**config.mk**
```make
export PLATFORM = sky130hd
export DESIGN_NAME = calendar_field_editor
export DESIGN_NICKNAME = d
export VERILOG_FILES = /design/src/rtl/calendar_pkg.sv /design/src/rtl/button_repeat.sv /design/src/rtl/calendar_field_editor.sv
export SDC_FILE = /design/constraint.sdc
export NUM_CORES = 1
export LEC_CHECK = 0
export CAP_MARGIN = 25
export CELL_PAD_IN_SITES_DETAIL_PLACEMENT = 0
export CELL_PAD_IN_SITES_GLOBAL_PLACEMENT = 1
export CORE_AREA = 8 8 111 113
export DETAILED_ROUTE_END_ITERATION = 8
export DIE_AREA = 0 0 119 121
export HOLD_SLACK_MARGIN = 0.1
export PLACE_DENSITY = 0.91
export SLEW_MARGIN = 40
export SYNTH_ARGS = -nofsm -noshare
export SYNTH_HDL_FRONTEND = slang
export SYNTH_SLANG_ARGS = --single-unit
```
**constraint.sdc**
```tcl
create_clock -name i_clk_0_001s -period 12.8 [get_ports i_clk_0_001s]
set_input_delay 2.56 -clock i_clk_0_001s [delete_from_list [all_inputs] [get_ports i_clk_0_001s]]
set_output_delay 2.56 -clock i_clk_0_001s [all_outputs]
set_load 0.02 [all_outputs]
```
**src/rtl/calendar_pkg.sv**
```systemverilog
// Shared calendar definitions: field indices, field widths, button FSM
// states and the month-length / wrap helpers used by the editor datapath.
package calendar_pkg;

    localparam int STATE_W = 5;
    localparam int SEC_W   = 6;
    localparam int MIN_W   = 6;
    localparam int HOUR_W  = 5;
    localparam int DAY_W   = 5;
    localparam int MONTH_W = 4;
    localparam int YEAR_W  = 7;

    // Field selector codes driven on i_state.
    localparam logic [STATE_W-1:0] FLD_SEC   = 5'd0;
    localparam logic [STATE_W-1:0] FLD_MIN   = 5'd1;
    localparam logic [STATE_W-1:0] FLD_HOUR  = 5'd2;
    localparam logic [STATE_W-1:0] FLD_DAY   = 5'd3;
    localparam logic [STATE_W-1:0] FLD_MONTH = 5'd4;
    localparam logic [STATE_W-1:0] FLD_YEAR  = 5'd5;
    localparam logic [STATE_W-1:0] FLD_FMT   = 5'd6;

    typedef enum logic [1:0] {
        BTN_IDLE,
        BTN_HOLD,
        BTN_REPEAT
    } btn_state_e;

    // Days in a month; every year divisible by 4 is a leap year in 2000-2099.
    function automatic logic [DAY_W-1:0] month_len(input logic [MONTH_W-1:0] month,
                                                   input logic [YEAR_W-1:0]  year);
        case (month)
            4'd4, 4'd6, 4'd9, 4'd11: return 5'd30;
            4'd2:                    return (year[1:0] == 2'b00) ? 5'd29 : 5'd28;
            default:                 return 5'd31;
        endcase
    endfunction

    // One step up or down inside [lo, hi], wrapping at either end.
    function automatic logic [6:0] wrap_step(input logic [6:0] val,
                                             input logic [6:0] lo,
                                             input logic [6:0] hi,
                                             input logic       inc);
        if (inc) begin
            return (val >= hi) ? lo : val + 7'd1;
        end
        return (val <= lo) ? hi : val - 7'd1;
    endfunction

endpackage

```
**src/rtl/button_repeat.sv**
```systemverilog
// Push-button conditioner: 2-FF synchroniser followed by an IDLE/HOLD/REPEAT
// auto-repeat FSM. step_o is decoded from registered state only, so a clean
// button rise moves the edited field on the third clock edge.
module button_repeat
    import calendar_pkg::*;
#(
    parameter int REPEAT_DELAY  = 500,
    parameter int REPEAT_PERIOD = 100,
    parameter int CNT_W         = 10
) (
    input  logic clk_i,
    input  logic rst_n_i,
    input  logic btn_i,
    output logic step_o
);

    localparam logic [CNT_W-1:0] DELAY_LAST  = CNT_W'(REPEAT_DELAY - 1);
    localparam logic [CNT_W-1:0] PERIOD_LAST = CNT_W'(REPEAT_PERIOD - 1);

    logic [1:0]       sync_q;
    logic             synced;
    btn_state_e       state_q;
    logic [CNT_W-1:0] cnt_q;

    assign synced = sync_q[1];

    // Bring the asynchronous button into the clock domain.
    // NOTE: state registers use non-blocking assignments so every flop samples pre-edge values.
    always_ff @(posedge clk_i or negedge rst_n_i) begin
        if (!rst_n_i) begin
            sync_q <= 2'b00;
        end else begin
            sync_q <= {sync_q[0], btn_i};
        end
    end

    // Step pulse: first press, end of the hold delay, then every repeat period.
    // NOTE: step_o gets a default before the case so no latch is inferred.
    always_comb begin
        step_o = 1'b0;
        unique case (state_q)
            BTN_IDLE:   step_o = synced;
            BTN_HOLD:   step_o = synced && (cnt_q == DELAY_LAST);
            BTN_REPEAT: step_o = synced && (cnt_q == PERIOD_LAST);
            default:    step_o = 1'b0;
        endcase
    end

    // Auto-repeat FSM; a released button returns to IDLE from any state.
    always_ff @(posedge clk_i or negedge rst_n_i) begin
        if (!rst_n_i) begin
            state_q <= BTN_IDLE;
            cnt_q   <= '0;
        end else if (!synced) begin
            state_q <= BTN_IDLE;
            cnt_q   <= '0;
        end else begin
            unique case (state_q)
                BTN_IDLE: begin
                    state_q <= BTN_HOLD;
                    cnt_q   <= '0;
                end
                BTN_HOLD: begin
                    if (cnt_q == DELAY_LAST) begin
                        state_q <= BTN_REPEAT;
                        cnt_q   <= '0;
                    end else begin
                        cnt_q <= cnt_q + 1'b1;
                    end
                end
                BTN_REPEAT: begin
                    cnt_q <= (cnt_q == PERIOD_LAST) ? '0 : cnt_q + 1'b1;
                end
                default: begin
                    state_q <= BTN_IDLE;
                    cnt_q   <= '0;
                end
            endcase
        end
    end

endmodule

```
**src/rtl/calendar_field_editor.sv**
```systemverilog
// Date/time register file of the calendar clock. Run mode counts seconds with
// a full carry chain into the date; edit mode freezes time and lets the up/down
// buttons step one selected field, wrapping without carry.
module calendar_field_editor
    import calendar_pkg::*;
#(
    parameter int REPEAT_DELAY  = 500,
    parameter int REPEAT_PERIOD = 100,
    parameter int CNT_W         = 10
) (
    input  logic               i_clk_0_001s,
    input  logic               reset,
    input  logic               i_tick_1s,
    input  logic               i_is_modify,
    input  logic [STATE_W-1:0] i_state,
    input  logic               up,
    input  logic               down,
    output logic [SEC_W-1:0]   o_second,
    output logic [MIN_W-1:0]   o_minute,
    output logic [HOUR_W-1:0]  o_hour,
    output logic [DAY_W-1:0]   o_day,
    output logic [MONTH_W-1:0] o_month,
    output logic [YEAR_W-1:0]  o_year,
    output logic               o_is_12h
);

    logic up_step;
    logic dn_step;
    logic step_any;
    logic step_inc;
    logic tick_run;

    logic [SEC_W-1:0]   sec_q,   sec_d;
    logic [MIN_W-1:0]   min_q,   min_d;
    logic [HOUR_W-1:0]  hour_q,  hour_d;
    logic [DAY_W-1:0]   day_q,   day_d;
    logic [MONTH_W-1:0] month_q, month_d;
    logic [YEAR_W-1:0]  year_q,  year_d;
    logic               is12_q,  is12_d;
    logic               clamp_q, clamp_d;

    logic [DAY_W-1:0]   ml;
    logic [DAY_W-1:0]   day_base;

    button_repeat #(
        .REPEAT_DELAY (REPEAT_DELAY),
        .REPEAT_PERIOD(REPEAT_PERIOD),
        .CNT_W        (CNT_W)
    ) u_up (
        .clk_i  (i_clk_0_001s),
        .rst_n_i(reset),
        .btn_i  (up),
        .step_o (up_step)
    );

    button_repeat #(
        .REPEAT_DELAY (REPEAT_DELAY),
        .REPEAT_PERIOD(REPEAT_PERIOD),
        .CNT_W        (CNT_W)
    ) u_down (
        .clk_i  (i_clk_0_001s),
        .rst_n_i(reset),
        .btn_i  (down),
        .step_o (dn_step)
    );

    // Simultaneous up+down cancels; steps outside edit mode are dropped.
    assign step_any = (up_step ^ dn_step) & i_is_modify;
    assign step_inc = up_step;
    assign tick_run = i_tick_1s & ~i_is_modify;

    // Next-state of the field registers: clamp, run-mode carry chain, edit step.
    always_comb begin
        sec_d   = sec_q;
        min_d   = min_q;
        hour_d  = hour_q;
        month_d = month_q;
        year_d  = year_q;
        is12_d  = is12_q;
        clamp_d = 1'b0;

        // Pending clamp after a month/year edit is folded into the day seen below.
        ml       = month_len(month_q, year_q);
        day_base = (clamp_q && (day_q > ml)) ? ml : day_q;
        day_d    = day_base;

        if (tick_run) begin
            if (sec_q == 6'd59) begin
                sec_d = 6'd0;
                if (min_q == 6'd59) begin
                    min_d = 6'd0;
                    if (hour_q == 5'd23) begin
                        hour_d = 5'd0;
                        if (day_base >= ml) begin
                            day_d = 5'd1;
                            if (month_q == 4'd12) begin
                                month_d = 4'd1;
                                year_d  = (year_q == 7'd99) ? 7'd0 : year_q + 7'd1;
                            end else begin
                                month_d = month_q + 4'd1;
                            end
                        end else begin
                            day_d = day_base + 5'd1;
                        end
                    end else begin
                        hour_d = hour_q + 5'd1;
                    end
                end else begin
                    min_d = min_q + 6'd1;
                end
            end else begin
                sec_d = sec_q + 6'd1;
            end
        end else if (step_any) begin
            case (i_state)
                FLD_SEC:   sec_d  = SEC_W'(wrap_step(7'(sec_q), 7'd0, 7'd59, step_inc));
                FLD_MIN:   min_d  = MIN_W'(wrap_step(7'(min_q), 7'd0, 7'd59, step_inc));
                FLD_HOUR:  hour_d = HOUR_W'(wrap_step(7'(hour_q), 7'd0, 7'd23, step_inc));
                FLD_DAY:   day_d  = DAY_W'(wrap_step(7'(day_base), 7'd1, 7'(ml), step_inc));
                FLD_MONTH: begin
                    month_d = MONTH_W'(wrap_step(7'(month_q), 7'd1, 7'd12, step_inc));
                    clamp_d = 1'b1;
                end
                FLD_YEAR: begin
                    year_d  = wrap_step(year_q, 7'd0, 7'd99, step_inc);
                    clamp_d = 1'b1;
                end
                FLD_FMT:   is12_d = ~is12_q;
                default:   ;
            endcase
        end
    end

    // Field registers; reset value is 2000-01-01 00:00:00 in 24 h format.
    always_ff @(posedge i_clk_0_001s or negedge reset) begin
        if (!reset) begin
            sec_q   <= '0;
            min_q   <= '0;
            hour_q  <= '0;
            day_q   <= 5'd1;
            month_q <= 4'd1;
            year_q  <= '0;
            is12_q  <= 1'b0;
            clamp_q <= 1'b0;
        end else begin
            sec_q   <= sec_d;
            min_q   <= min_d;
            hour_q  <= hour_d;
            day_q   <= day_d;
            month_q <= month_d;
            year_q  <= year_d;
            is12_q  <= is12_d;
            clamp_q <= clamp_d;
        end
    end

    assign o_second = sec_q;
    assign o_minute = min_q;
    assign o_hour   = hour_q;
    assign o_day    = day_q;
    assign o_month  = month_q;
    assign o_year   = year_q;
    assign o_is_12h = is12_q;

endmodule
```
==> impl_results.md <==
- Crit Path Max Fanout: 9
- Largest stage delay on the critical path: 0.62 ns
- Overall die area: 14400 um^2
- Number of cells traversed by the worst register-to-register path: 17
- Async S/R FF share, synth: 100%
- Final routed DRC violation total: 0
- Die Y: 121 um
- Endpoint of the lowest-slack register-to-register path: o_month[2]$_DFFE_PN0P_
- YS warnings: 0
- Clock period minus worst slack: 5.09 ns
- Arrival @ worst endpoint: 5.34 ns
- DRT Pass-1 Iters: 6
- Post-route worst hold slack: 0.350 ns
- Routing layer with the top usage in global route: met2
- Leak Pwr: 2.26 nW
- GRT met1 Usage: 21.1%
- Global-route wire length before repair: 20600 um
- Effective utilization at floorplan: 45.9%
- Synthesis-stage register bit count: 63
- Std-Cell Core Area: 10600 um^2
- Total Power Consumption: 1.10 mW
- CTS-repair resized insts: 0
- Crit Path Category: reg2reg
- Largest net degree at the start of global routing: 64
- Distinct cells, synth: 73
- Termination of the worst setup path: o_month[2]$_DFFE_PN0P_
- Number of filler cells placed in the layout: 984
- Wire length after detailed routing: 12200 um
- CTS clock-pin slew for the worst setup and hold paths: 0.07 ns
- Area share of the largest cell type after synthesis: 31.4%
- Startpoint type of the worst setup path: flip-flop
- Timing startpoint of the critical path: o_month[0]$_DFFE_PN1P_
- Worst Tran Pin Value: 0.749 ns
- Crit. path cell count: 17
- Library cell occupying the most area in the post-synthesis netlist: dfrtp_1
- Worst hold path cell count: 0
- Largest cells by area after synthesis: dfrtp_1, ha_1, nor2_1
- Most repeated library cell on the critical path: ha_1
- Gr usage total: 16.9%
- Root Buffer: clkbuf_8
- Sequence of cells on the critical path: inv_1 -> ha_1 -> a21oi_1 -> nor3_1 -> nor2_1 -> ha_1 -> nor2_1 -> maj3_1 -> nand2_1 -> o21ai_0 -> ha_1 -> nand2b_1 -> o21ai_0 -> a21o_1 -> nor3_1 -> o22ai_1 -> mux2_2
- Seq/Total Area, Yosys: 32.5%
- CTS buffer count: 9
- Worst slew margin: 49.9%
- Number of hold buffers added after CTS: 0
- Number of antenna violations at the first check in global routing: 0
- Final worst path period share: 39.8%
- Setup repair after global routing missed its margin: no
- Syn Std Cell Area: 4860 um^2
- Post-CTS Setup Repair Bufs: 0
- Maximum buffer depth of the clock tree: 2
- Std cell rows: 38
- Areal power density over the cells: 195 nW/um^2
- Antenna-violating nets left: 0
- H-tree lvl count: 3
- Clock network latency to the later pin of the worst-skew pair: 0.36 ns
- Leftover overflow at the end of global routing: 0
- Via count of the first global-routing pass: 4265
- Syn_area_per_cell: 8.01 um^2
- Cell family with most CP delay: compound AO/OA/AOI/OAI gates
- Total of endpoints with negative setup slack in the final report: 0
- Gp weighted congestion: 0.869
- Main synth FF type: dfrtp_1
- CP max stage cell: dfstp_2
- Clock tree from TritonCTS: built
- Width of the die: 119 um
- Synthesized netlist cell count: 607
- Half-perimeter wire length after placement: 8650 um
- Vias per std cell: 5.84
- Met3 global-route usage: 3.58%
- Peak supply drop: 84.8 uV
- Max Slew Vio Count: 0
- Number of violations reported at the end of detailed-routing iteration 0: 398
- Worst clock skew: 0.0142 ns
- Total I/O pin count: 45
- Count of input and output buffers: 44
- EDFF count, synth: 0
- Post-route setup TNS: 0 ns
- FF-to-FF Start: o_month[0]$_DFFE_PN1P_
- Diodes inserted: 0
- Worst endpoint required time: 13.04 ns
- Num Clock Sinks: 63
- Status: finished clean
- Synthesis-to-finish area growth: 15.7%
- Post-synth net total: 648
- Class of the most critical hold timing path: reg2reg
- Setup slack, reg-to-reg: 7.71 ns
- Via Count: 4545
- Avg WL per Cell: 15.6 um
- Highest Clock Rate: 196 MHz
- Met2 usage: 28.6%
- Fraction of layout cells with a size suffix above 1: 6.58%
- Number of max-cap violations: 0
- Buffers and inverters on the worst path: 1
- Count of nets after finishing: 674
- CP Capture Type: flip-flop
- Count of endpoints failing hold in the final timing report: 0
-- layer usage --
metal  vias to the layer above  routed length [um]
li1                       2270                   -
met1                      2154                5600
met2                       108                5730
met3                        13                 675
met4                         0                 144
met5                         -                   0
-- synth_stat cells, types with 9 or more instances --
cell	n
o21ai_0	39
nor3_1	23
clkbuf_1	22
inv_1	32
xor2_1	13
nand3_1	26
and3_1	11
a21oi_1	40
nand2_1	46
nor2_1	83
a31oi_1	12
nand4_1	9
dfrtp_1	61
a211oi_1	10
o31ai_1	12
ha_1	30
-- report_power, final --
group / internal (mW) / switching, mW / total [mW]
clock network: 0.120 / 0.0844 / 0.204
logic: 0.235 / 0.321 / 0.556
registers: 0.244 / 0.0922 / 0.336
total: 0.598 / 0.498 / 1.10
-- stage by stage --
stage / std cells / setup WS, ns / instance area (um^2) / util, %
global route: 778 / 7.30 / 5630 / 53.1
finish: 778 / 7.71 / 5630 / 53.1
detailed placement: 762 / 7.70 / 5390 / 50.8
global placement: 762 / 7.54 / 5370 / 50.6
CTS: 778 / 7.67 / 5620 / 53.0
floorplan: 607 / 8.43 / 4860 / -
-- flip-flops by register name (all words and copies together) (netlist names) --
register        flops
u_down.cnt_q       10
u_up.cnt_q         10
o_year              7
o_minute            6
o_second            6
o_day               5
o_hour              5
o_month             4
u_down.state_q      2
u_down.sync_q       2
u_up.state_q        2
u_up.sync_q         2
clamp_q             1
o_is_12h            1
-- logic make-up (layout without fill, tap and decap cells) --
logic type	count (synthesis)	count (layout)	share of synthesized area (%)
simple gates	246	246	25.1
flops	63	63	32.5
buf+inv	63	94	5.04
fa+ha+maj	31	31	7.92
xor+xnor	20	20	3.99
compound gates	178	178	24.2
mux	6	6	1.29
-- how the worst min path moves through the flow --
| stage | endpoint | slack, ns | from |
|---|---|---|---|
| global placement | u_up.sync_q[1]$_DFF_PN0_ | 0.33 | u_up.sync_q[0]$_DFF_PN0_ |
| CTS | u_up.sync_q[1]$_DFF_PN0_ | 0.35 | u_up.sync_q[0]$_DFF_PN0_ |
| floorplan | u_down.sync_q[1]$_DFF_PN0_ | 0.33 | u_down.sync_q[0]$_DFF_PN0_ |
| global route | u_up.sync_q[1]$_DFF_PN0_ | 0.36 | u_up.sync_q[0]$_DFF_PN0_ |
| finish | u_up.sync_q[1]$_DFF_PN0_ | 0.35 | u_up.sync_q[0]$_DFF_PN0_ |
| detailed placement | u_up.sync_q[1]$_DFF_PN0_ | 0.34 | u_up.sync_q[0]$_DFF_PN0_ |
-- area by class of cell --
| class | count | area, um^2 | share of cell area (%) |
|---|---|---|---|
| clock buffers | 11 | 151 | 2.69 |
| clock inverters | 5 | 80.1 | 1.42 |
| inverters | 32 | 120 | 2.13 |
| multi-input cells | 481 | 3070 | 54.5 |
| flip-flops and latches | 63 | 1580 | 28.1 |
| well taps | 140 | 175 | 3.11 |
| repair buffers | 46 | 454 | 8.07 |
-- cell usage in the layout (no fill, tap or decap), drive strengths merged, types with 4 or more instances in the layout --
master	Yosys	routed
nand3	26	26
o21a	4	4
xnor2	7	7
a41oi	4	4
a311oi	4	4
clkbuf	22	11
o22ai	7	7
nor4	4	4
xor2	13	13
nand4b	4	4
ha	30	30
a31oi	12	12
clkdlybuf4s50	0	43
nor2	83	83
o31ai	12	12
nand2b	4	4
a21oi	40	40
and2	9	9
dfrtp	61	61
nor3	23	23
a211oi	11	11
o21ai	41	41
o211ai	5	5
a21o	4	4
nor2b	7	7
o21bai	4	4
mux2i	4	4
inv	32	32
nand2	47	47
nand4	9	9
and3	11	11
-- worst register-to-register path, cell delays in order (launching register included) --
cell	delay (ns)
dfstp_2	0.62
inv_1	0.09
ha_1	0.31
a21oi_1	0.24
nor3_1	0.09
nor2_1	0.31
ha_1	0.30
nor2_1	0.28
maj3_1	0.22
nand2_1	0.08
o21ai_0	0.54
ha_1	0.34
nand2b_1	0.16
o21ai_0	0.22
a21o_1	0.24
nor3_1	0.07
o22ai_1	0.47
mux2_2	0.41
Power figures use the tool's default switching activity.
